### src/rtl/alu_multdiv.sv
// alu_multdiv: multicycle signed multiply (shift-add) / divide (restoring) unit.
// Operates on operand magnitudes; the sign is applied when the result is registered.
module alu_multdiv #(
   parameter int unsigned WIDTH = 32,
   parameter int unsigned CNT_W = 6
) (
   input  logic             clock,
   input  logic             reset_n,
   input  logic             ctrl_MULT,
   input  logic             ctrl_DIV,
   input  logic [WIDTH-1:0] data_operandA,
   input  logic [WIDTH-1:0] data_operandB,
   output logic [WIDTH-1:0] data_result,
   output logic             data_exception,
   output logic             data_resultRDY,
   output logic             busy
);

   localparam int unsigned W2 = 2 * WIDTH;

   typedef enum logic [1:0] {S_IDLE, S_MUL, S_DIV, S_DONE} state_e;

   state_e             state_q;
   logic               op_div_q;
   logic               sign_q;
   logic [CNT_W-1:0]   cnt_q;
   logic [W2-1:0]      a_q;        // multiplicand (shifts left) or divisor (static, low half)
   logic [WIDTH-1:0]   b_q;        // multiplier (shifts right) or dividend/quotient
   logic [W2-1:0]      acc_q;      // product or partial remainder
   logic [WIDTH-1:0]   result_q;
   logic               exc_q;
   logic               rdy_q;
   logic               busy_q;

   logic               start_c;
   logic [WIDTH-1:0]   abs_a_c;
   logic [WIDTH-1:0]   abs_b_c;
   logic [WIDTH:0]     div_shift_c;
   logic [WIDTH:0]     div_diff_c;
   logic               div_ge_c;
   logic [W2-1:0]      prod_c;
   logic               mul_ovf_c;
   logic [WIDTH-1:0]   quot_c;
   logic               div_zero_c;
   logic               div_ovf_c;

   // Start decode, operand magnitudes, one restoring-divide step and final sign/overflow logic
   always_comb begin
      start_c     = ctrl_MULT ^ ctrl_DIV;
      abs_a_c     = data_operandA[WIDTH-1] ? (~data_operandA + WIDTH'(1)) : data_operandA;
      abs_b_c     = data_operandB[WIDTH-1] ? (~data_operandB + WIDTH'(1)) : data_operandB;
      div_shift_c = {acc_q[WIDTH-1:0], b_q[WIDTH-1]};
      div_ge_c    = div_shift_c >= {1'b0, a_q[WIDTH-1:0]};
      div_diff_c  = div_shift_c - {1'b0, a_q[WIDTH-1:0]};
      prod_c      = sign_q ? (~acc_q + W2'(1)) : acc_q;
      mul_ovf_c   = !((&prod_c[W2-1:WIDTH-1]) || !(|prod_c[W2-1:WIDTH-1]));
      quot_c      = sign_q ? (~b_q + WIDTH'(1)) : b_q;
      div_zero_c  = (a_q[WIDTH-1:0] == '0);
      div_ovf_c   = !sign_q && b_q[WIDTH-1];
   end

   // Control FSM, datapath iteration and registered outputs
   always_ff @(posedge clock) begin
      if (!reset_n) begin
         state_q  <= S_IDLE;
         op_div_q <= 1'b0;
         sign_q   <= 1'b0;
         cnt_q    <= '0;
         a_q      <= '0;
         b_q      <= '0;
         acc_q    <= '0;
         result_q <= '0;
         exc_q    <= 1'b0;
         rdy_q    <= 1'b0;
         busy_q   <= 1'b0;
      end else begin
         rdy_q <= 1'b0;
         if (start_c) begin
            // A start in any state aborts whatever is running
            state_q  <= ctrl_DIV ? S_DIV : S_MUL;
            op_div_q <= ctrl_DIV;
            sign_q   <= data_operandA[WIDTH-1] ^ data_operandB[WIDTH-1];
            cnt_q    <= '0;
            acc_q    <= '0;
            busy_q   <= 1'b1;
            if (ctrl_DIV) begin
               a_q <= W2'(abs_b_c);
               b_q <= abs_a_c;
            end else begin
               a_q <= W2'(abs_a_c);
               b_q <= abs_b_c;
            end
         end else begin
            case (state_q)
               S_IDLE: begin
                  busy_q <= 1'b0;
               end
               S_MUL: begin
                  if (b_q[0]) acc_q <= acc_q + a_q;
                  a_q <= a_q << 1;
                  b_q <= b_q >> 1;
                  if (cnt_q == CNT_W'(WIDTH - 1)) state_q <= S_DONE;
                  else                            cnt_q   <= cnt_q + CNT_W'(1);
               end
               S_DIV: begin
                  if (div_ge_c) begin
                     acc_q <= W2'(div_diff_c);
                     b_q   <= {b_q[WIDTH-2:0], 1'b1};
                  end else begin
                     acc_q <= W2'(div_shift_c);
                     b_q   <= {b_q[WIDTH-2:0], 1'b0};
                  end
                  if (cnt_q == CNT_W'(WIDTH - 1)) state_q <= S_DONE;
                  else                            cnt_q   <= cnt_q + CNT_W'(1);
               end
               S_DONE: begin
                  rdy_q   <= 1'b1;
                  state_q <= S_IDLE;
                  if (!op_div_q) begin
                     result_q <= prod_c[WIDTH-1:0];
                     exc_q    <= mul_ovf_c;
                  end else if (div_zero_c) begin
                     result_q <= '0;
                     exc_q    <= 1'b1;
                  end else begin
                     result_q <= quot_c;
                     exc_q    <= div_ovf_c;
                  end
               end
               default: state_q <= S_IDLE;
            endcase
         end
      end
   end

   assign data_result    = result_q;
   assign data_exception = exc_q;
   assign data_resultRDY = rdy_q;
   assign busy           = busy_q;

endmodule

### config.mk
export PLATFORM = sky130hd
export DESIGN_NAME = alu_multdiv
export DESIGN_NICKNAME = d
export VERILOG_FILES = /design/src/rtl/alu_multdiv.sv
export SDC_FILE = /design/constraint.sdc
export NUM_CORES = 1
export LEC_CHECK = 0
export BUFFER_PORTS_ARGS = -buffer_cell sky130_fd_sc_hd__buf_2
export CELL_PAD_IN_SITES_DETAIL_PLACEMENT = 2
export CELL_PAD_IN_SITES_GLOBAL_PLACEMENT = 2
export CORE_ASPECT_RATIO = 2
export CORE_UTILIZATION = 33
export CTS_CLUSTER_SIZE = 24
export DETAILED_ROUTE_END_ITERATION = 10
export PLACE_DENSITY_LB_ADDON = 0.2
export SKIP_CTS_REPAIR_TIMING = 1
export SYNTH_ARGS = -nofsm -noshare
export SYNTH_HDL_FRONTEND = slang
export SYNTH_SLANG_ARGS = --single-unit
### constraint.sdc
create_clock -name clock -period 3.5 [get_ports clock]
set_input_delay 0.7 -clock clock [delete_from_list [all_inputs] [get_ports clock]]
set_output_delay 0.7 -clock clock [all_outputs]
set_load 0.02 [all_outputs]
==> Yosys cells after proc, flatten, opt, wreduce, memory -nomap -nowiden <==
Cells that the tools add are included.
{ "totals": {"ff_bits": 205, "inputBits": 68, "output_inout_bits": 35, "word_cells": 79} }
{ "op_classes": {"addsub": 7, "n_lt_le_gt_ge": 1, "eq_ne": 6, "n_mux": 25, "n_bitwise": 9, "n_reduce_logical": 20} }
{ "ops": {"columns": ["cell", "n"], "rows": [
  ["32-bit two-way mux", 8],
  ["64-bit two-way mux", 4],
  ["64-bit case mux with 2 select lines", 1],
  ["32-bit by 1-bit adder with 32-bit output, second input constant", 3],
  ["32-bit NOT", 3],
  ["64-bit by 1-bit adder with 64-bit output, second input constant", 1],
  ["64-bit adder", 1],
  ["64-bit NOT", 1],
  ["32-bit case mux with 2 select lines", 1],
  ["33-bit by 32-bit greater-or-equal comparator with 1-bit output", 1],
  ["33-bit two-way mux", 1],
  ["33-bit AND reduction", 1],
  ["33-bit OR reduction", 1],
  ["33-bit by 32-bit subtractor with 33-bit output", 1],
  ["32-bit logical NOT", 1],
  ["2-bit AND reduction", 4],
  ["6-bit by 1-bit adder with 6-bit output, second input constant", 1],
  ["6-bit by 5-bit equality test with 1-bit output, second input constant", 1],
  ["1-bit two-way mux", 6],
  ["2-bit two-way mux", 3],
  ["2-bit nonzero test", 3],
  ["3-bit nonzero test", 2],
  ["2-bit equality test, second input constant", 2],
  ["2-bit case mux with 2 select lines", 1],
  ["10 further kinds", 16]
]} }

==> Logic depth before layout (Yosys ltp) <==
{ "depth": {"ltp_word": 8, "ltp_mapped": 15, "ltp_nobuf": 14} }

==> Worst setup path before layout <==
Ideal clock, no wire load.
{ "synth_timing": {"path_type": "reg-to-reg", "start": "reg acc_q[35]", "end": "reg exc_q, in the netlist data_exception", "setup_time_ps": 127, "t_arrival_ps": 3309, "required_ps": 3373, "path_slack_ps": 65, "path_stages_with_launch": 13, "n_path_buf": 2, "period_less_slack_ps": 3435, "path_cell_list": "dfxtp_1 buf_2 or4_4 nor4_4 nand3_1 or3_1 clkbuf_1 o31a_1 xor2_1 nand2_1 or4b_2 nor4_1 a31oi_1"} }
{ "synth_via": {"elab_chain_cells": 8, "word_cells_on_any_way": 9, "classes_between": "1 x add/sub; 2 x mux; 1 x bitwise; 5 x reduce/logical"} }
{ "synth_lines": {"columns": ["item", "line_no", "rtl"], "rows": [
  ["start: declaration", "29", "logic [W2-1:0] acc_q;"],
  ["start signal: assignment", "99", "if (b_q[0]) acc_q <= acc_q + a_q;"],
  ["start signal: assignment", "107", "acc_q <= W2'(div_diff_c);"],
  ["start signal: assignment", "110", "acc_q <= W2'(div_shift_c);"],
  ["64-bit NOT", "55", "prod_c = sign_q ? (~acc_q + W2'(1)) : acc_q;"],
  ["64-bit by 1-bit adder with 64-bit output", "55", null],
  ["64-bit two-way mux *", "55", null],
  ["33-bit OR reduction", "56", "mul_ovf_c = !((&prod_c[W2-1:WIDTH-1]) || !(|prod_c[W2-1:WIDTH-1]));"],
  ["1-bit logical NOT", "56", null],
  ["1-bit logical OR *", "56", null],
  ["1-bit logical NOT *", "56", null],
  ["1-bit two-way mux *", "119", "if (!op_div_q) begin"],
  ["end signal: assignment", "121", "exc_q <= mul_ovf_c;"],
  ["end signal: assignment", "127", "exc_q <= div_ovf_c;"],
  ["end: declaration", "31", "logic exc_q;"]
]} }
Mark *: on every way between the ends. The rest lies on a longest branch, timed or not.
A chain may end at the register's enable or synchronous reset.

==> Worst setup path in the final report <==
{ "layout_timing": {"start": "reg a_q[9]", "end": "reg acc_q[4]"} }
{ "layout_via": {"elab_chain_cells": 3} }
{ "layout_lines": {"columns": ["item", "line_no", "rtl"], "rows": [
  ["start: declaration", "27", "logic [W2-1:0] a_q;"],
  ["start signal: assignment", "87", "a_q <= W2'(abs_b_c);"],
  ["start signal: assignment", "90", "a_q <= W2'(abs_a_c);"],
  ["start signal: assignment", "100", "a_q <= a_q << 1;"],
  ["33-bit by 32-bit greater-or-equal comparator with 1-bit output", "53", "div_ge_c = div_shift_c >= {1'b0, a_q[WIDTH-1:0]};"],
  ["33-bit two-way mux", "106", "if (div_ge_c) begin"],
  ["64-bit case mux with 2 select lines", "94", "case (state_q)"]
]} }
No other way between the ends.

==> impl_metrics.tcl <==
set metrics [dict create \
    run_status "complete, but fails checks" \
    failed_checks "setup timing" \
    clk_transition_reported_paths_ns 0.07 \
    vias 23330 \
    globalRouteMet2Util 0.6720 \
    clock_latency_late_sink_ns 0.61 \
    p_per_area_nw_per_um2 406.6 \
    die_h_um 342.2 \
    number_of_slew_limit_violations_in_the_final_report 0 \
    fin_crit_sh 1.112 \
    final_design_area_no_fill_um2 25030 \
    yosys-top-cells-count "sky130_fd_sc_hd__nor2_1, sky130_fd_sc_hd__o21ai_0, sky130_fd_sc_hd__a21oi_1, sky130_fd_sc_hd__dfxtp_1, sky130_fd_sc_hd__nand2_1" \
    p_clk_frac 0.276 \
    final_cells 3732 \
    yosys.area.top_type "sky130_fd_sc_hd__dfxtp_1" \
    sequentialPowerShare 0.261 \
    netlist.area_leader.share 0.2150 \
    pin_count_of_the_biggest_net_entering_global_routing 150 \
    globalRouteTotalUtil 0.3559 \
    pre_cts_slack_ns -0.7886 \
    grt_first_pass_wirelength_um 155300 \
    period_needed_ns 3.891 \
    place_area_um2 22920 \
    synthesized_cell_area_um2 19090 \
    io-pin-count 103 \
    tightest_slew_ns 1.114 \
    cts-buffers-inserted 25 \
    synth_seq_area_share 0.2150 \
    grt_pass1_vias 25660 \
    finish.net_count 3131 \
    fp.dieW_um 172.1 \
    totalWireLength_um 112300 \
    timing.slew.headroom 0.2543 \
    max_clock_freq_mhz 257.0 \
    cts-root-buf "sky130_fd_sc_hd__clkbuf_16" \
    syn_inst 2581 \
    placedCellCount 3657 \
    synthesis.nets 2755 \
    crit_arrival_ns 4.42 \
    min_path_type "reg -> reg" \
    wl_per_cell_um 30.09 \
    netlist-cell-type-count 88 \
    initial_cell_density_of_the_core 0.3344 \
    total_switching_power_mw 4.316 \
    clockBufferDepth 3 \
    synth-warning-count 0 \
    grt_overflow_total 0 \
    count_of_flip_flops_with_a_built_in_enable_after_synthesis 0 \
    ant_nets 0 \
    hpwl_um 84590 \
    combinationalPowerShare 0.463 \
    setup_viol 23 \
    timing.setup.critical_path_class "reg -> reg" \
    rsz_0062_raised_after_global_routing "yes" \
    core_um2 57090 \
    synth.most_common_cell "sky130_fd_sc_hd__nor2_1" \
    port_buffers 102 \
    fin_worst_skew_ns 0.04134 \
    report.final.hold_viol_count 0 \
    finalPower_mw 10.18 \
    timing.setup.tns_ns -1.817 \
    max_cap_violations 0 \
    cp-start-kind "flip-flop" \
    router_iterations_before_antenna_repair 5 \
    layout-area-overhead-vs-synth_pct 31.12 \
    path_max_fanout 6 \
    ys_seq_elements 205 \
    cts_tree "done" \
    power.leakage_nw 10.47 \
    cell_internal_pwr_mw 5.862 \
    drc_errors 0 \
    postSynth.topFlopCell "sky130_fd_sc_hd__dfxtp_1" \
    place.gp.congestion 0.9300 \
    synthArstFlopShare 0 \
    cts.sinks 205 \
    grt_use_met1 0.2978 \
    total_die_area_um2 58880 \
    via_per_inst 6.252 \
    post_synth.cell_area_avg_um2 7.397 \
    setup.worst_path.end_class "flip-flop" \
    drtIter0Drc 1099 \
    holdPathStages 2 \
    swShare 0.4241 \
    cts_htree_levels 1 \
    timing.reg2reg.worst_path_depth 13 \
    top_usage_layer "met2" \
    std_cell_rows 124 \
    globalRouteMet3Util 0.05360 \
    cp.required_ns 4.03 \
    layout_cell_share_with_drive_strength_beyond_1 0.2559 \
    synthTopCellsByArea "sky130_fd_sc_hd__dfxtp_1, sky130_fd_sc_hd__ha_1, sky130_fd_sc_hd__o21ai_0" \
    antenna_found_initial 7 \
    layout_setup_ws_ns -0.3909 \
    ir_drop_uv 394.3 \
]
through the flow:
stage	hold WS, ns	util
floorplan	0.4537	-
finish	0.4671	0.4384
detailed placement	0.4604	0.4015
CTS	0.4706	0.4157
global route	0.5008	0.4384
global placement	0.4538	0.4015
final timing paths:
check                         startpoint                          end  slack [ns]
min          data_result[1]$_SDFFE_PN0P_  data_result[1]$_SDFFE_PN0P_        0.47
max                  a_q[9]$_SDFFE_PN0P_        acc_q[4]$_SDFFE_PP0P_       -0.39
min reg2reg  data_result[1]$_SDFFE_PN0P_  data_result[1]$_SDFFE_PN0P_        0.47
max reg2reg          a_q[9]$_SDFFE_PN0P_        acc_q[4]$_SDFFE_PP0P_       -0.39
power by group through the flow:
stage          sequential (mW)  combinational [mW]  clock (mW)
2_1_floorplan             2.66                2.21           0
3_3_place_gp              2.67                3.92           0
3_5_place_dp              2.69                4.09           0
4_1_cts                   2.64                4.13        2.84
5_1_grt                   2.67                4.93        2.90
6_report                  2.66                4.71        2.81
final cells by class:
cell class              instances  area [um2]
flip-flops and latches        205        4128
well taps                     756       945.9
repair buffers                530        3886
multi-input cells            2110       14930
clock buffers                  36       706.9
diodes                          2       5.005
fillers                      6668       32060
inverters                      85       326.6
clock inverters                 8       103.9
cells by family after synthesis:
group,Yosys count,synth area share
AO/OA/AOI/OAI,899,0.3078
AND/OR/NAND/NOR,799,0.2071
buffers and inverters,266,0.05394
XOR/XNOR,228,0.1046
flip-flops,205,0.2150
adder cells (fa/ha/maj),109,0.07183
multiplexers,75,0.03978
sequential cells by signal, summed over array words and instances (netlist names), 2 cells and up:
signal       flops
a_q             64
state_q          2
cnt_q            6
b_q             32
acc_q           64
data_result     32
layer usage:
metal	vias up	part of all wire	wire length, um
met1	11670	0.31	34740
met5	-	0.00058	65
met3	546	0.045	5094
met2	803	0.52	58310
li1	10300	-	-
met4	12	0.13	14090
cell usage in the layout, fill, tap and decap left out, types with 14 or more instances in the layout:
cell,instances
sky130_fd_sc_hd__a21o_1,41
sky130_fd_sc_hd__o22ai_1,15
sky130_fd_sc_hd__o211ai_1,22
sky130_fd_sc_hd__a2bb2oi_1,25
sky130_fd_sc_hd__and3_1,39
sky130_fd_sc_hd__o221ai_1,58
sky130_fd_sc_hd__o41ai_1,21
sky130_fd_sc_hd__a31oi_1,19
sky130_fd_sc_hd__nor4_1,21
sky130_fd_sc_hd__buf_4,410
sky130_fd_sc_hd__buf_2,101
sky130_fd_sc_hd__nand4_1,32
sky130_fd_sc_hd__nand2b_1,18
sky130_fd_sc_hd__ha_4,14
sky130_fd_sc_hd__mux2i_1,68
sky130_fd_sc_hd__o31ai_1,41
sky130_fd_sc_hd__a211oi_1,52
sky130_fd_sc_hd__o21ai_1,17
sky130_fd_sc_hd__inv_1,80
sky130_fd_sc_hd__clkbuf_16,27
sky130_fd_sc_hd__a21oi_1,197
sky130_fd_sc_hd__o21ai_0,220
sky130_fd_sc_hd__a22oi_1,22
sky130_fd_sc_hd__nor3_1,30
sky130_fd_sc_hd__ha_1,87
sky130_fd_sc_hd__dfxtp_1,188
sky130_fd_sc_hd__nand3_1,68
sky130_fd_sc_hd__or3_1,18
sky130_fd_sc_hd__nand2_1,202
sky130_fd_sc_hd__dfxtp_2,16
sky130_fd_sc_hd__and2_1,29
sky130_fd_sc_hd__or4_1,17
sky130_fd_sc_hd__xor2_1,119
sky130_fd_sc_hd__nor2_1,238
sky130_fd_sc_hd__xnor2_1,101
critical path: stages (launching register included):
cell and delay, ns:
sky130_fd_sc_hd__dfxtp_2 0.44, sky130_fd_sc_hd__inv_1 0.15, sky130_fd_sc_hd__ha_1 0.35, sky130_fd_sc_hd__and4_4 0.24, sky130_fd_sc_hd__nand3_1 0.12, sky130_fd_sc_hd__a211o_1 0.33, sky130_fd_sc_hd__a21oi_2 0.21, sky130_fd_sc_hd__buf_4 0.16
sky130_fd_sc_hd__o21ai_2 0.08, sky130_fd_sc_hd__o21a_1 0.21, sky130_fd_sc_hd__o31a_4 0.42, sky130_fd_sc_hd__clkbuf_16 0.21, sky130_fd_sc_hd__o211ai_1 0.61, sky130_fd_sc_hd__a32o_1 0.26
Power figures use the tool's default switching activity.
